==> src/rtl/hsv_core_commit_order_if.sv <==
// Bundle between the execution units and the in-order commit stage.
// The core side uses the slave modport; the unit/regfile side uses master.
interface hsv_core_commit_order_if #(
  parameter int NUM_UNITS = 5,
  parameter int TOKEN_W   = 8,
  parameter int DATA_W    = 32
);
  logic                           flush_req;
  logic                           commit_stall;
  logic [NUM_UNITS-1:0]           unit_valid;
  logic [NUM_UNITS*TOKEN_W-1:0]   unit_token;
  logic [NUM_UNITS*5-1:0]         unit_rd_addr;
  logic [NUM_UNITS*DATA_W-1:0]    unit_rd_data;
  logic [NUM_UNITS-1:0]           unit_wb_en;
  logic [NUM_UNITS-1:0]           unit_ready;
  logic                           commit_valid;
  logic [4:0]                     commit_rd_addr;
  logic [DATA_W-1:0]              commit_rd_data;
  logic                           commit_wr_en;
  logic [31:0]                    commit_mask;
  logic [NUM_UNITS-1:0]           commit_unit;
  logic                           dup_token_err;

  modport master (
    output flush_req, commit_stall, unit_valid, unit_token,
           unit_rd_addr, unit_rd_data, unit_wb_en,
    input  unit_ready, commit_valid, commit_rd_addr, commit_rd_data,
           commit_wr_en, commit_mask, commit_unit, dup_token_err
  );

  modport slave (
    input  flush_req, commit_stall, unit_valid, unit_token,
           unit_rd_addr, unit_rd_data, unit_wb_en,
    output unit_ready, commit_valid, commit_rd_addr, commit_rd_data,
           commit_wr_en, commit_mask, commit_unit, dup_token_err
  );
endinterface

==> src/rtl/hsv_core_commit_order.sv <==
// In-order commit arbiter: retires the unit result carrying the expected token.
// Optional duplicate-token detection is enabled by HSV_COMMIT_DUP_CHECK_EN.
module hsv_core_commit_order #(
  parameter int NUM_UNITS = 5,
  parameter int TOKEN_W   = 8,
  parameter int DATA_W    = 32
) (
  input logic                    clk_core,
  input logic                    rst_core_n,
  hsv_core_commit_order_if.slave bus
);
  logic [TOKEN_W-1:0]   expected_token_reg;
  logic [NUM_UNITS-1:0] match;
  logic [NUM_UNITS-1:0] win_oh;
  logic                 accept;
  logic [4:0]           win_rd_addr;
  logic [DATA_W-1:0]    win_rd_data;
  logic                 win_wb_en;
  logic                 win_wr_en;

  logic                 commit_valid_reg;
  logic [4:0]           commit_rd_addr_reg;
  logic [DATA_W-1:0]    commit_rd_data_reg;
  logic                 commit_wr_en_reg;
  logic [31:0]          commit_mask_reg;
  logic [NUM_UNITS-1:0] commit_unit_reg;

  generate
    for (genvar gi = 0; gi < NUM_UNITS; gi++) begin : g_match
      assign match[gi] = bus.unit_valid[gi] &&
                         (bus.unit_token[gi*TOKEN_W +: TOKEN_W] == expected_token_reg);
    end
  endgenerate

  // Isolate the lowest set bit: lowest unit index wins a tie.
  assign win_oh = match & (~match + NUM_UNITS'(1));
  // Ready is gated by reset too, since the match path is purely combinational.
  assign accept = rst_core_n && (|match) && !bus.commit_stall && !bus.flush_req;
  assign bus.unit_ready = accept ? win_oh : '0;

  always_comb begin
    win_rd_addr = '0;
    win_rd_data = '0;
    win_wb_en   = 1'b0;
    for (int i = 0; i < NUM_UNITS; i++) begin
      if (win_oh[i]) begin
        win_rd_addr = bus.unit_rd_addr[i*5 +: 5];
        win_rd_data = bus.unit_rd_data[i*DATA_W +: DATA_W];
        win_wb_en   = bus.unit_wb_en[i];
      end
    end
  end

  assign win_wr_en = win_wb_en && (win_rd_addr != 5'd0);

  always_ff @(posedge clk_core or negedge rst_core_n) begin
    if (!rst_core_n) begin
      expected_token_reg <= '0;
      commit_valid_reg   <= 1'b0;
      commit_rd_addr_reg <= '0;
      commit_rd_data_reg <= '0;
      commit_wr_en_reg   <= 1'b0;
      commit_mask_reg    <= '0;
      commit_unit_reg    <= '0;
    end else if (bus.flush_req) begin
      expected_token_reg <= '0;
      commit_valid_reg   <= 1'b0;
      commit_wr_en_reg   <= 1'b0;
      commit_mask_reg    <= '0;
    end else if (accept) begin
      expected_token_reg <= expected_token_reg + TOKEN_W'(1);
      commit_valid_reg   <= 1'b1;
      commit_rd_addr_reg <= win_rd_addr;
      commit_rd_data_reg <= win_rd_data;
      commit_wr_en_reg   <= win_wr_en;
      commit_mask_reg    <= win_wr_en ? (32'd1 << win_rd_addr) : 32'd0;
      commit_unit_reg    <= win_oh;
    end else begin
      // Payload fields hold; only the qualifiers drop.
      commit_valid_reg   <= 1'b0;
      commit_wr_en_reg   <= 1'b0;
      commit_mask_reg    <= '0;
    end
  end

  assign bus.commit_valid   = commit_valid_reg;
  assign bus.commit_rd_addr = commit_rd_addr_reg;
  assign bus.commit_rd_data = commit_rd_data_reg;
  assign bus.commit_wr_en   = commit_wr_en_reg;
  assign bus.commit_mask    = commit_mask_reg;
  assign bus.commit_unit    = commit_unit_reg;

`ifdef HSV_COMMIT_DUP_CHECK_EN
  logic dup_token_err_reg;
  logic multi_match;

  assign multi_match = |(match & (match - NUM_UNITS'(1)));

  always_ff @(posedge clk_core or negedge rst_core_n) begin
    if (!rst_core_n) begin
      dup_token_err_reg <= 1'b0;
    end else if (multi_match) begin
      dup_token_err_reg <= 1'b1;
    end
  end

  assign bus.dup_token_err = dup_token_err_reg;
`else
  assign bus.dup_token_err = 1'b0;
`endif
endmodule

==> src/flat_wrapper.sv <==
// flat-port wrapper written by rule: the top's interface ports become plain ports
module hsv_core_commit_order_flat 
#(
  parameter int NUM_UNITS = 5,
  parameter int TOKEN_W   = 8,
  parameter int DATA_W    = 32
)
  (clk_core, rst_core_n, bus_flush_req, bus_commit_stall, bus_unit_valid, bus_unit_token, bus_unit_rd_addr, bus_unit_rd_data, bus_unit_wb_en, bus_unit_ready, bus_commit_valid, bus_commit_rd_addr, bus_commit_rd_data, bus_commit_wr_en, bus_commit_mask, bus_commit_unit, bus_dup_token_err);
  hsv_core_commit_order_if #(.NUM_UNITS(NUM_UNITS), .TOKEN_W(TOKEN_W), .DATA_W(DATA_W)) bus_i ();
  input logic clk_core;
  input logic rst_core_n;
  input wire logic [$bits(bus_i.flush_req)-1:0] bus_flush_req;
  input wire logic [$bits(bus_i.commit_stall)-1:0] bus_commit_stall;
  input wire logic [$bits(bus_i.unit_valid)-1:0] bus_unit_valid;
  input wire logic [$bits(bus_i.unit_token)-1:0] bus_unit_token;
  input wire logic [$bits(bus_i.unit_rd_addr)-1:0] bus_unit_rd_addr;
  input wire logic [$bits(bus_i.unit_rd_data)-1:0] bus_unit_rd_data;
  input wire logic [$bits(bus_i.unit_wb_en)-1:0] bus_unit_wb_en;
  output wire logic [$bits(bus_i.unit_ready)-1:0] bus_unit_ready;
  output wire logic [$bits(bus_i.commit_valid)-1:0] bus_commit_valid;
  output wire logic [$bits(bus_i.commit_rd_addr)-1:0] bus_commit_rd_addr;
  output wire logic [$bits(bus_i.commit_rd_data)-1:0] bus_commit_rd_data;
  output wire logic [$bits(bus_i.commit_wr_en)-1:0] bus_commit_wr_en;
  output wire logic [$bits(bus_i.commit_mask)-1:0] bus_commit_mask;
  output wire logic [$bits(bus_i.commit_unit)-1:0] bus_commit_unit;
  output wire logic [$bits(bus_i.dup_token_err)-1:0] bus_dup_token_err;
  assign bus_i.flush_req = bus_flush_req;
  assign bus_i.commit_stall = bus_commit_stall;
  assign bus_i.unit_valid = bus_unit_valid;
  assign bus_i.unit_token = bus_unit_token;
  assign bus_i.unit_rd_addr = bus_unit_rd_addr;
  assign bus_i.unit_rd_data = bus_unit_rd_data;
  assign bus_i.unit_wb_en = bus_unit_wb_en;
  assign bus_unit_ready = bus_i.unit_ready;
  assign bus_commit_valid = bus_i.commit_valid;
  assign bus_commit_rd_addr = bus_i.commit_rd_addr;
  assign bus_commit_rd_data = bus_i.commit_rd_data;
  assign bus_commit_wr_en = bus_i.commit_wr_en;
  assign bus_commit_mask = bus_i.commit_mask;
  assign bus_commit_unit = bus_i.commit_unit;
  assign bus_dup_token_err = bus_i.dup_token_err;
  hsv_core_commit_order #(.NUM_UNITS(NUM_UNITS), .TOKEN_W(TOKEN_W), .DATA_W(DATA_W)) u_core (.clk_core(clk_core), .rst_core_n(rst_core_n), .bus(bus_i));
endmodule
==> config.mk <==
export PLATFORM = sky130hd
export DESIGN_NAME = hsv_core_commit_order_flat
export DESIGN_NICKNAME = d
export VERILOG_FILES = /design/src/rtl/hsv_core_commit_order_if.sv /design/src/rtl/hsv_core_commit_order.sv /design/src/flat_wrapper.sv
export SDC_FILE = /design/constraint.sdc
export NUM_CORES = 1
export LEC_CHECK = 0
export BUFFER_PORTS_ARGS = -buffer_cell sky130_fd_sc_hd__buf_2
export CAP_MARGIN = 15
export CORE_AREA = 2 2 125 127
export DETAILED_ROUTE_END_ITERATION = 10
export DIE_AREA = 0 0 127 129
export GPL_TIMING_DRIVEN = 0
export PLACE_DENSITY_LB_ADDON = 0.1
export SETUP_SLACK_MARGIN = 0.15
export SYNTH_ARGS = -nofsm -noshare
export SYNTH_HDL_FRONTEND = slang
export SYNTH_SLANG_ARGS = --single-unit
==> constraint.sdc <==
create_clock -name clk_core -period 3.7 [get_ports clk_core]
set_input_delay 0.74 -clock clk_core [delete_from_list [all_inputs] [get_ports clk_core]]
set_output_delay 0.74 -clock clk_core [all_outputs]
set_load 0.01 [all_outputs]
# ---- Word level (Yosys, flattened, before mapping)
# Index checks and enable logic that the tools add are counted.
dict set report op_classes {
  add_sub_neg 2
  eq_ne 5
  n_shift 1
  muxes 25
  bitwise 3
  n_reduce_logical 15
}
# operator n
set ops {}
lappend ops {{32-bit 2-to-1 mux} 8}
lappend ops {{8-bit == test} 5}
lappend ops {{1-bit by 5-bit left shift with 32-bit output (first input constant)} 1}
lappend ops {{5-bit 2-to-1 mux} 6}
lappend ops {{8-bit 2-to-1 mux} 2}
lappend ops {{1-bit logical AND} 9}
lappend ops {{1-bit 2-to-1 mux} 9}
lappend ops {{8-bit by 1-bit adder with 8-bit output (second input constant)} 1}
lappend ops {{5-bit by 1-bit adder with 5-bit output (second input constant)} 1}
lappend ops {{5-bit AND} 1}
lappend ops {{5-bit inverter} 1}
lappend ops {{5-bit nonzero test} 1}
lappend ops {{5-bit OR reduction} 1}
lappend ops {{1-bit logical NOT} 2}
lappend ops {{2-bit AND reduction} 1}
lappend ops {{2-bit nonzero test} 1}
lappend ops {{1-bit inverter} 1}
dict set report word_totals {
  ff_bits 84
  in_bits 239
  wordCells 58
}

# ---- Logic depth before layout (Yosys ltp)
dict set report depth {
  depth_word 15
  ltp_mapped 11
}

# ---- Least setup slack after synthesis
# Ideal clock, no wire load.
dict set report synth_timing {
  path_type {input -> output}
  from {input bus_unit_token[3]}
  to {output bus_unit_ready[0]}
  arrival_time_ns 2.418
  required_ns 2.960
  path_slack_ns 0.542
  path_stages 8
  path_buffers 2
  path_cell_list {xnor2_1 > nand4_2 > nor3_1 > nor3_1 > a211o_1 > clkbuf_1 > clkbuf_1 > nor2_1}
}
dict set report synth_via {
  elab_chain_cells 7
  word_cells_on_any_way 10
}
# item line
set synth_lines {}
lappend synth_lines {{start, declared} flat_wrapper.sv:15} ;# input wire logic [$bits(bus_i.unit_token)-1:0] bus_unit_token;
lappend synth_lines {{8-bit == test (*)} hsv_core_commit_order.sv:31} ;# (bus.unit_token[gi*TOKEN_W +: TOKEN_W] == expected_token_reg);
lappend synth_lines {{1-bit logical AND (*)} hsv_core_commit_order.sv:30} ;# assign match[gi] = bus.unit_valid[gi] &&
lappend synth_lines {{branches (longest 4 deep; another with 5-bit by 1-bit adder with 5-bit output)} n/a}
lappend synth_lines {{5-bit 2-to-1 mux (*)} hsv_core_commit_order.sv:39} ;# assign bus.unit_ready = accept ? win_oh : '0;
lappend synth_lines {{end, declared} flat_wrapper.sv:19} ;# output wire logic [$bits(bus_i.unit_ready)-1:0] bus_unit_ready;
# Every way passes the cells marked *.

# ---- Worst setup path in the final report
dict set report layout_timing {
  from {register u_core.expected_token_reg[6]}
  to {output bus_unit_ready[2]}
}
dict set report layout_via {
  elab_chain_cells 7
  word_cells_on_any_way 18
}
# item line
set layout_lines {}
lappend layout_lines {{start, declared} hsv_core_commit_order.sv:12} ;# logic [TOKEN_W-1:0] expected_token_reg;
lappend layout_lines {{start signal, assigned} hsv_core_commit_order.sv:71} ;# expected_token_reg <= expected_token_reg + TOKEN_W'(1);
lappend layout_lines {{branches (longest 6 deep; another with 5-bit by 1-bit adder with 5-bit output)} n/a}
lappend layout_lines {{5-bit 2-to-1 mux (*)} hsv_core_commit_order.sv:39}
# Marks and branches as above.

==> flow_metrics.py <==
metrics = {
    "floorplanning": {
        "core-area_um2": 14980,
        "die_y_um": 129,
        "rows": 45,
        "io_pins": 321,
        "die_area_um2": 16380,
        "fp.dieW_um": 127,
        "initial_utilization_pct": 33.19,
    },
    "finish": {
        "diodes": 0,
        "final_cells": 1086,
        "fill_cells": 1529,
        "final_nets": 1134,
        "final-seq-area_um2": 2102,
        "final_common_cell": "buf_2",
        "syn_to_final_growth_pct": 47.29,
        "drive_gt1_share_pct": 43.54,
        "final_cell_mix": "buf_2 (319), dfrtp_1 (84), nand2_1 (67), nor2_1 (64), o21ai_0 (56)",
        "multi_input_area_um2": 2721,
    },
    "sta": {
        "max_freq_ghz": 0.2899,
        "final_hold_viol_count": 0,
        "rsz0062_at_grt": "true",
        "fin_crit_sh_pct": 93.22,
        "relSlewSlack_pct": 33.65,
        "fin_skew_ns": 0.006684,
        "fin_setup_tns_ns": 0,
        "fin_crit_ns": 3.449,
        "timing.final.max_slew_violations": 0,
        "tightest_slew_ns": 0.9798,
        "fin_ws_ns": 0.2509,
        "setup_viol": 0,
    },
    "routing": {
        "vias_per_cell": 5.262,
        "route.detailed.drc": 0,
        "ant_nets": 0,
        "wl_per_cell_um": 19.06,
        "drtIter0Drc": 414,
        "vias": 5714,
        "drt_wl_total_um": 20700,
        "dr.pass1.iters": 5,
    },
    "power": {
        "p_leak_nw": 3.637,
        "peakVddDrop_uv": 197.1,
        "powerDensity_nw_per_um2": 285.8,
    },
    "min_path": {
        "min_path_type": "input pin to asynchronous set/reset pin",
    },
    "synth": {
        "synthDistinctLibCells": 51,
        "synth_area_leaders": "dfrtp_1 (42%), xnor2_1 (5.8%), a221oi_1 (5.6%)",
        "ys_ff_latch": 84,
        "avgSynthCellArea_um2": 8.989,
        "yosys.area_share.simple_pct": 20.56,
        "ys.flop_type": "dfrtp_1",
        "yosysWarnings": 0,
        "synth_top_family_by_area": "compound AO/OA/AOI/OAI gates",
        "synth_compound_area_share_pct": 21.72,
        "synth_edf_count": 0,
        "netlist_area_um2": 4971,
        "synthMuxAreaShare_pct": 0.4279,
        "syn_inst": 553,
        "synthAdderAreaFrac_pct": 0.2517,
        "ys_async_sr_fraction_pct": 100.0,
        "synth_xor_area_share_pct": 9.716,
        "synth-seq-area-share_pct": 42.29,
        "synth_top_area_share_pct": 42.29,
        "synth_area_leader_cell": "dfrtp_1",
    },
    "setup_path": {
        "critPathKind": "register to primary output",
        "r2r_end": "u_core.bus.commit_rd_data[2]$_DFFE_PN0P_",
        "reg2reg_from": "u_core.expected_token_reg[5]$_DFFE_PN0P_",
        "cp-endpoint": "bus_unit_ready[2]",
        "critPathArrivalTime_ns": 2.71,
        "reg2reg_setup_slack_ns": 0.56,
        "crit_fanout": 10,
        "startpoint": "u_core.expected_token_reg[6]$_DFFE_PN0P_",
        "cp-start-kind": "register",
        "required_ns": 2.96,
        "critPathCaptureType": "primary output",
        "rr_worst_depth": 10,
    },
    "placement": {
        "portBuffers": 318,
        "dp_cells": 1061,
        "dp_hpwl_um": 16560,
        "pre_cts_ws_ns": -0.3747,
        "gp_congestion": 0.9135,
    },
    "grt": {
        "overflow": 0,
        "antenna_found_initial": 0,
        "grt_pass1_wl_um": 30570,
        "grt_max_degree": 49,
        "grtUsageTotal_pct": 24.47,
        "grt_pass1_vias": 5585,
    },
    "clocking": {
        "cts_tree": "done",
        "clock_tree.buffer_depth": 2,
        "htree_levels": 3,
        "clkLatencyLatePin_ns": 0.34,
        "cts-root-buf": "clkbuf_16",
        "clk_pin_slew_worst_paths_ns": 0.06,
        "cts.sinks": 84,
        "cts_buffers": 9,
        "postCtsHoldBufs": 0,
    },
    "run": {
        "maxCapViolCount": 0,
    },
    "outcome": {
        "outcome": "complete, no violations",
    },
}
[area by class of cell]
cell class                 count  share of cell area, %
sequential                    84                  28.71
timing repair buffer         329                  23.17
clock inverter                 5                  1.059
tap                          188                  3.213
buffer                        44                  3.401
clock buffer                  10                  3.127
multi-input combinational    423                  37.17
inverter                       3                 0.1538
[power breakdown]
group | total (mW) | switching, mW | internal [mW]
Clock | 0.945 | 0.360 | 0.585
Combinational | 0.227 | 0.104 | 0.123
Sequential | 0.920 | 0.000296 | 0.920
[synthesized netlist by cell type (4+ instances only)]
cell / number
a221oi_1: 32
nor2_1: 65
o21ai_0: 56
a21oi_1: 17
nand3_1: 14
nand2_1: 68
buf_6: 8
clkbuf_1: 31
a22oi_1: 33
nand2b_1: 5
nor3_1: 13
a21o_1: 6
xnor2_2: 7
or3_1: 6
dfrtp_1: 84
xnor2_1: 33
and3_1: 6
nand4_1: 11
nor4_1: 4
xor2_1: 6
[per-stage QoR]
step / hold WS, ns / area (um2) / utilization (%) / total power [mW]
global placement: 0.4577 / 6802 / 45.41 / 1.147
CTS: 0.3686 / 7206 / 48.11 / 2.111
detailed placement: 0.4603 / 6832 / 45.61 / 1.156
finish: 0.3587 / 7322 / 48.89 / 2.093
global route: 0.3905 / 7322 / 48.89 / 2.174
floorplan: 0.4444 / 4975 / - / 0.9891
[kinds of logic after synthesis]
group / after synthesis
DFF: 84
other: 1
and+or+nand+nor: 211
muxes: 2
AOI/OAI and AO/OA: 160
adders and majority gates: 1
xor gates and xnor gates: 47
buffers and inverters: 47
[what timing repair did]
action / in CTS / in global routing
pin swaps: 4 / 5
endpoints found under the hold margin: 0 / 0
buffers inserted: 5 / 5
resized for setup: 10 / 19
endpoints found under the setup margin: 7 / 5
[how the worst min path moves through the flow]
| stage | startpoint | to | slack [ns] | cells after the start |
|---|---|---|---|---|
| 5_1_grt | rst_core_n | u_core.bus.commit_mask[25]$_DFF_PN0_ | 0.39 | 1 |
| 3_5_place_dp | u_core.bus.commit_unit[2]$_DFFE_PN0P_ | u_core.bus.commit_unit[2]$_DFFE_PN0P_ | 0.46 | 1 |
| 6_report | rst_core_n | u_core.bus.commit_mask[25]$_DFF_PN0_ | 0.36 | 1 |
| 2_1_floorplan | rst_core_n | u_core.bus.commit_mask[0]$_DFF_PN0_ | 0.44 | 0 |
| 3_3_place_gp | u_core.bus.commit_unit[4]$_DFFE_PN0P_ | u_core.bus.commit_unit[4]$_DFFE_PN0P_ | 0.46 | 1 |
| 4_1_cts | rst_core_n | u_core.bus.commit_mask[25]$_DFF_PN0_ | 0.37 | 1 |
[layer usage]
layer	GRT usage, %	vias to the layer above	routed length [um]
li1	-	2681	-
met1	33.62	2714	8873
met2	38.87	290	9749
met3	5.364	29	1733
met4	7.434	0	347
met5	0	-	0
[critical path, cell delays in order, from the launching register on]
cell	delay, ns
dfrtp_1	0.37
buf_6	0.15
xnor2_1	0.19
nand4_1	0.25
or3_1	0.41
clkbuf_1	0.23
nor2_4	0.16
clkbuf_4	0.24
and3_1	0.20
buf_2	0.15
Note: power is estimated with default switching activity, not from simulation.
